--- config.mk ---
export PLATFORM = sky130hd
export DESIGN_NAME = multi_stopwatch
export DESIGN_NICKNAME = d
export VERILOG_FILES = /design/src/rtl/stopwatch_pkg.sv /design/src/rtl/sw_channel.sv /design/src/rtl/multi_stopwatch.sv
export SDC_FILE = /design/constraint.sdc
export NUM_CORES = 1
export LEC_CHECK = 0
export CORE_AREA = 2 2 162 164
export CTS_CLUSTER_DIAMETER = 60
export DETAILED_ROUTE_END_ITERATION = 7
export DIE_AREA = 0 0 164 166
export GPL_ROUTABILITY_DRIVEN = 0
export PLACE_DENSITY = 0.6
export SLEW_MARGIN = 30
export SYNTH_ARGS = -nofsm -noshare
export SYNTH_HDL_FRONTEND = slang
export SYNTH_SLANG_ARGS = --single-unit
--- constraint.sdc ---
create_clock -name clk -period 3.2 [get_ports clk]
set_input_delay 0.96 -clock clk [delete_from_list [all_inputs] [get_ports clk]]
set_output_delay 0.96 -clock clk [all_outputs]
set_load 0.02 [all_outputs]
--- src/rtl/stopwatch_pkg.sv ---
// Shared types and helpers for the multi-channel BCD stopwatch.
package stopwatch_pkg;

    // Per-channel stopwatch state
    typedef enum logic [1:0] {
        ST_IDLE  = 2'd0,
        ST_RUN   = 2'd1,
        ST_SPLIT = 2'd2,
        ST_PAUSE = 2'd3
    } ch_state_t;

    // Width of one BCD digit
    localparam int BCD_W      = 4;
    // Widest supported channel value; narrower channels use the low digits
    localparam int MAX_DIGITS = 8;
    localparam int MAX_VW     = BCD_W * MAX_DIGITS;

    typedef struct packed {
        logic              wrap;
        logic [MAX_VW-1:0] value;
    } bcd_inc_t;

    // Increment the low 'digits' BCD digits of value; wrap is set when all were 9
    function automatic bcd_inc_t bcd_inc(input logic [MAX_VW-1:0] value, input int digits);
        bcd_inc_t r;
        logic     carry;
        r.value = value;
        carry   = 1'b1;
        for (int d = 0; d < MAX_DIGITS; d++) begin
            if (d < digits && carry) begin
                if (value[d*BCD_W +: BCD_W] == 4'd9) begin
                    r.value[d*BCD_W +: BCD_W] = 4'd0;
                end else begin
                    r.value[d*BCD_W +: BCD_W] = value[d*BCD_W +: BCD_W] + 4'd1;
                    carry = 1'b0;
                end
            end
        end
        r.wrap = carry;
        return r;
    endfunction

endpackage

--- src/rtl/sw_channel.sv ---
// One stopwatch channel: state machine, BCD counter and split freeze register.
module sw_channel
    import stopwatch_pkg::*;
#(
    parameter  int DIGITS = 4,
    localparam int VW     = BCD_W * DIGITS
) (
    input  logic          clk,
    input  logic          reset,
    input  logic          tick,
    input  logic          trig,
    input  logic          split,
    input  logic          clear,
    output logic          running,
    output logic [VW-1:0] count,
    output logic [VW-1:0] disp_next
);

    ch_state_t         state_q, state_d;
    // Held at package width; the digits above DIGITS are never incremented and stay zero
    logic [MAX_VW-1:0] count_q, count_d;
    logic [VW-1:0]     frz_q, frz_d;
    logic              running_q;
    bcd_inc_t          inc;

    // State, count, freeze and running flag registers
    always_ff @(posedge clk or negedge reset) begin
        if (!reset) begin
            state_q   <= ST_IDLE;
            count_q   <= '0;
            frz_q     <= '0;
            running_q <= 1'b0;
        end else begin
            state_q   <= state_d;
            count_q   <= count_d;
            frz_q     <= frz_d;
            running_q <= (state_d == ST_RUN) || (state_d == ST_SPLIT);
        end
    end

    // Next state and count; clear beats trig beats split, counting follows the current state
    always_comb begin
        state_d = state_q;
        frz_d   = frz_q;
        count_d = count_q;
        inc     = bcd_inc(count_q, DIGITS);
        if (tick && (state_q == ST_RUN || state_q == ST_SPLIT))
            count_d = inc.wrap ? '0 : inc.value;
        if (clear) begin
            state_d = ST_IDLE;
            count_d = '0;
        end else if (trig) begin
            case (state_q)
                ST_IDLE:  state_d = ST_RUN;
                ST_RUN:   state_d = ST_PAUSE;
                ST_PAUSE: state_d = ST_RUN;
                ST_SPLIT: state_d = ST_PAUSE;
                default:  state_d = ST_IDLE;
            endcase
        end else if (split) begin
            if (state_q == ST_RUN) begin
                state_d = ST_SPLIT;
                frz_d   = count_q[VW-1:0];
            end else if (state_q == ST_SPLIT) begin
                state_d = ST_RUN;
            end
        end
        disp_next = (state_d == ST_SPLIT) ? frz_d : count_d[VW-1:0];
    end

    assign running = running_q;
    assign count   = count_q[VW-1:0];

endmodule

--- src/rtl/multi_stopwatch.sv ---
// N-channel stopwatch core: shared prescaler, channel select, lap buffer, output registers.
module multi_stopwatch
    import stopwatch_pkg::*;
#(
    parameter  int NUM_CH    = 2,
    parameter  int DIGITS    = 4,
    parameter  int TICK_DIV  = 1_000_000,
    parameter  int LAP_DEPTH = 4,
    localparam int VW        = BCD_W * DIGITS,
    localparam int CW        = (NUM_CH > 1) ? $clog2(NUM_CH) : 1,
    localparam int LCW       = $clog2(LAP_DEPTH + 1)
) (
    input  logic              clk,
    input  logic              reset,
    input  logic              trig,
    input  logic              split,
    input  logic              clear,
    input  logic              toggle,
    input  logic              lap,
    input  logic              lap_next,
    output logic [CW-1:0]     sel,
    output logic [NUM_CH-1:0] sel_onehot,
    output logic [NUM_CH-1:0] running,
    output logic [VW-1:0]     disp_value,
    output logic [VW-1:0]     lap_value,
    output logic [CW-1:0]     lap_ch,
    output logic [LCW-1:0]    lap_count
);

    localparam int PSW = (TICK_DIV > 1) ? $clog2(TICK_DIV) : 1;
    localparam int PW  = $clog2(LAP_DEPTH);

    logic [PSW-1:0]    presc_q;
    logic              tick;
    logic [CW-1:0]     sel_q, sel_d;
    logic [NUM_CH-1:0] onehot_q;
    logic [VW-1:0]     disp_q, disp_d;
    logic [VW-1:0]     live_count;
    logic [VW-1:0]     ch_count  [NUM_CH];
    logic [VW-1:0]     ch_disp   [NUM_CH];
    logic [NUM_CH-1:0] ch_run;

    logic [VW-1:0]     lap_val_mem [LAP_DEPTH];
    logic [CW-1:0]     lap_ch_mem  [LAP_DEPTH];
    logic [PW-1:0]     wr_ptr_q, wr_ptr_d;
    logic [PW-1:0]     age_q, age_d;
    logic [PW-1:0]     rd_idx;
    logic [LCW-1:0]    lap_cnt_q, lap_cnt_d;
    logic [VW-1:0]     lap_val_q, lap_val_d;
    logic [CW-1:0]     lap_ch_q, lap_ch_d;

    assign tick = (presc_q == PSW'(TICK_DIV - 1));

    // Channels see buttons only while selected; the tick is shared by all
    for (genvar i = 0; i < NUM_CH; i++) begin : g_ch
        sw_channel #(.DIGITS(DIGITS)) u_ch (
            .clk       (clk),
            .reset     (reset),
            .tick      (tick),
            .trig      (trig  && (sel_q == CW'(i))),
            .split     (split && (sel_q == CW'(i))),
            .clear     (clear && (sel_q == CW'(i))),
            .running   (ch_run[i]),
            .count     (ch_count[i]),
            .disp_next (ch_disp[i])
        );
    end

    // Select advance and output muxes; buttons act on the pre-toggle channel
    always_comb begin
        sel_d = sel_q;
        if (toggle)
            sel_d = (sel_q == CW'(NUM_CH - 1)) ? '0 : sel_q + CW'(1);
        disp_d     = '0;
        live_count = '0;
        for (int i = 0; i < NUM_CH; i++) begin
            if (sel_d == CW'(i)) disp_d     = ch_disp[i];
            if (sel_q == CW'(i)) live_count = ch_count[i];
        end
    end

    // Lap pointers and read-out; age counts back from the newest entry
    always_comb begin
        wr_ptr_d  = wr_ptr_q;
        lap_cnt_d = lap_cnt_q;
        age_d     = age_q;
        lap_val_d = lap_val_q;
        lap_ch_d  = lap_ch_q;
        rd_idx    = '0;
        if (lap) begin
            wr_ptr_d = wr_ptr_q + PW'(1);
            if (lap_cnt_q != LCW'(LAP_DEPTH))
                lap_cnt_d = lap_cnt_q + LCW'(1);
            age_d     = '0;
            lap_val_d = live_count;
            lap_ch_d  = sel_q;
        end else if (lap_next && lap_cnt_q != '0) begin
            if (LCW'(age_q) + LCW'(1) == lap_cnt_q)
                age_d = '0;
            else
                age_d = age_q + PW'(1);
            rd_idx    = wr_ptr_q - PW'(1) - age_d;
            lap_val_d = lap_val_mem[rd_idx];
            lap_ch_d  = lap_ch_mem[rd_idx];
        end
    end

    // Prescaler, select and registered outputs
    always_ff @(posedge clk or negedge reset) begin
        if (!reset) begin
            presc_q   <= '0;
            sel_q     <= '0;
            onehot_q  <= NUM_CH'(1);
            disp_q    <= '0;
            wr_ptr_q  <= '0;
            age_q     <= '0;
            lap_cnt_q <= '0;
            lap_val_q <= '0;
            lap_ch_q  <= '0;
        end else begin
            presc_q   <= tick ? '0 : presc_q + PSW'(1);
            sel_q     <= sel_d;
            onehot_q  <= NUM_CH'(1) << sel_d;
            disp_q    <= disp_d;
            wr_ptr_q  <= wr_ptr_d;
            age_q     <= age_d;
            lap_cnt_q <= lap_cnt_d;
            lap_val_q <= lap_val_d;
            lap_ch_q  <= lap_ch_d;
        end
    end

    // Lap storage written at the write pointer
    always_ff @(posedge clk or negedge reset) begin
        if (!reset) begin
            for (int k = 0; k < LAP_DEPTH; k++) begin
                lap_val_mem[k] <= '0;
                lap_ch_mem[k]  <= '0;
            end
        end else if (lap) begin
            lap_val_mem[wr_ptr_q] <= live_count;
            lap_ch_mem[wr_ptr_q]  <= sel_q;
        end
    end

    assign sel        = sel_q;
    assign sel_onehot = onehot_q;
    assign running    = ch_run;
    assign disp_value = disp_q;
    assign lap_value  = lap_val_q;
    assign lap_ch     = lap_ch_q;
    assign lap_count  = lap_cnt_q;

endmodule

==> reports/qor.txt <==
XOR/XNOR Fraction of Synth Area = 2.263%
Setup Slack @ Placement = -0.1221 ns
Tcrit/Tclk final = 90.84%
Synth Area in Compound Gates = 14.61%
design area = 11690 sq um
slew margin rel. = 48.14%
aggregate routed wire length = 25510 microns
Antenna Nets Post-Route = 0
Setup-failing EPs final = 0
wire per inst = 18.44 microns
Worst R2R Path Depth = 7
Reg clk slew, reported paths = 0.09 ns
R2R setup slack = 0.37 ns
Pre-antenna DRT Iters = 5
vias post-DR = 7568
Die ar. = 27220 sq um
Final WS setup = 0.2931 ns
Post-Syn Nets = 1033
Synth Instances = 996
Mean Syn Cell Area = 10.10 sq um
fmax = 344.0 MHz
synth warn = 0
row count = 59
sequential share of the synthesized area = 49.76%
Tightest Pin Transition = 0.7778 ns
CTS H-tree depth = 4
list of most frequent post-synthesis cells = dfrtp_1 (199), a21oi_1 (133), nor2_1 (116)
setup bufs post-CTS = 0
WP data arrival = 3.27 ns
Final Skew = 0.01549 ns
hold crit path type = input port to async pin
DP Area = 11060 sq um
Placed Instances = 1351
Worst EP required = 3.56 ns
vias in the first global route = 7263
ys flop type = dfrtp_1
WS Path Type = input port to register
CTS Buf Count = 17
ratio of cells with drive above 1 in the final layout = 12.31%
total of max-cap violations = 0
mux cell area share after synthesis = 9.501%
Layout area overhead = 16.15%
hold violation count in the final report = 0
fin nets = 1072
Num Clock Sinks = 200
vias per inst = 5.472
core box area = 25620 sq um
top post-synthesis cells by area = dfrtp_1 (49%), a21oi_1 (6.6%), mux2i_1 (5.5%)
Critical R2R Launch = age_q[0]$_DFFE_PN0P_
Pleak = 5.235 nW
CP max FO = 7
worst flop-to-flop path endpoint = lap_value[3]$_DFFE_PN0P_
EDFF count, synth = 0
simple-gate share of the synthesized area = 15.99%
Yosys top cell by area = dfrtp_1
Resize count post-CTS = 0
post-route DRC violation count = 0
die height = 166 microns
root buffer cell = clkbuf_16
Pwr Total = 10.13 mW
Post-Synthesis Cell Area = 10060 sq um
Netlist cell types = 68
initial antenna violation count = 0
Final Critical Period = 2.907 ns
largest net degree at the start of global routing = 61
Post-synth ARST share = 100.0%
HPWL Detailed = 16550 microns
CTS tree = done
Post-Synth Adder-Cell Area = 3.607%
Die Width = 164 microns
peak supply drop = 2053 uV
Longest Clk Path Bufs = 2
status = completed
# hold bufs at CTS = 0
I/O pin cnt = 49
combinational family with the most area after synthesis = simple AND/OR/NAND/NOR gates
Fill cells = 2368
register area = 5006 sq um
RSZ-0062 raised after global routing = false
Total GRT Usage = 19.34%
fin cells = 1383
Yosys top cell area share = 49.50%
Slew Limit Fails = 0
multi-input logic area = 4633 sq um
Power Density = 866.5 nW/um^2
Inserted Diodes = 0
first-pass GRT wire length = 40800 microns
worst skew pair latency = 0.46 ns
DR iter-0 viols = 612
top-count cell post-synth = dfrtp_1
Initial Utilization = 39.28%
FF+latch count, synth = 200
PortBufs = 48
Worst setup EP type = register
nature of the critical path startpoint = input port
GR Overflow Total = 0
[routing by layer]
layer	vias up	GRT usage [%]	part of all wire, %
met5	-	0	0
met3	29	3.721	4.5
met1	3729	28.32	48
met2	179	29.41	46
li1	3631	-	-
met4	0	5.034	1.5
[logic make-up (layout without fill, tap and decap cells)]
kind of cell | count (synthesis) | in the layout
AOI/OAI and AO/OA | 245 | 245
and+or+nand+nor | 299 | 299
xor gates and xnor gates | 26 | 26
adders and majority gates | 29 | 29
DFF | 200 | 200
buffers and inverters | 107 | 159
muxes | 90 | 90
[where the power goes]
| part | switching (mW) | internal [mW] |
|---|---|---|
| Combinational | 2.34 | 1.86 |
| Sequential | 0.408 | 3.25 |
| Clock | 1.18 | 1.10 |
| Total | 3.92 | 6.20 |
[critical path, stage by stage]
cell and delay (ns):
clkdlybuf4s50_1 0.60, nand2b_1 0.11, o22ai_1 0.14, a21oi_1 0.11
ha_1 0.24, or2_2 0.31, or3_1 0.31, mux2_2 0.27
a22oi_1 0.20
[how the worst max path moves through the flow]
| stage | startpoint | end | slack, ns | depth (start not counted) |
|---|---|---|---|---|
| floorplan | sel_onehot[1]$_DFF_PN0_ | disp_value[14]$_DFF_PN0_ | 0.14 | 12 |
| global placement | split | disp_value[15]$_DFF_PN0_ | -0.04 | 8 |
| detailed placement | split | disp_value[14]$_DFF_PN0_ | -0.12 | 9 |
| CTS | age_q[0]$_DFFE_PN0P_ | lap_value[3]$_DFFE_PN0P_ | 0.31 | 7 |
| global route | age_q[0]$_DFFE_PN0P_ | lap_value[13]$_DFFE_PN0P_ | 0.18 | 7 |
| finish | split | disp_value[14]$_DFF_PN0_ | 0.29 | 9 |
[flip-flops by register name (all words and copies together), names as in the netlist]
| name | cells |
|---|---|
| g_ch.u_ch.frz_q | 32 |
| lap_count | 3 |
| presc_q | 20 |
| age_q | 2 |
| lap_ch | 1 |
| lap_ch_mem | 4 |
| g_ch.u_ch.running | 2 |
| lap_value | 16 |
| disp_value | 16 |
| lap_val_mem | 64 |
| wr_ptr_q | 2 |
| sel_onehot | 2 |
| g_ch.u_ch.state_q | 4 |
| g_ch.u_ch.count_q | 32 |
[cell usage in the layout (no fill, tap or decap), types with 32 or more instances in the layout]
cell type        Yosys  routed
dfrtp_1            199     199
a21oi_1            133     133
nor2_1             116     116
mux2i_1             55      55
clkdlybuf4s50_1      0      47
nand2_1             40      40
buf_4                3      37
inv_1               36      36
mux2_2              34      34
o21ai_0             32      32
[through the flow]
stage          utilization (%)  TNS (ns)  hold WS [ns]
5_1_grt                  45.62         0        0.5024
6_report                 45.62         0        0.4785
3_5_place_dp             43.17   -0.3997        0.4755
3_3_place_gp             43.17  -0.09193        0.4711
4_1_cts                  45.62         0        0.4914
2_1_floorplan                -         0        0.4546
[cell type report]
class	instances	area share, %
Clock inverter	15	1.724
Clock buffer	17	3.640
Multi-Input combinational cell	689	39.65
Sequential cell	200	42.84
Timing Repair Buffer	90	7.377
Inverter	37	1.188
Tap cell	335	3.587
Power figures use the tool's default switching activity.
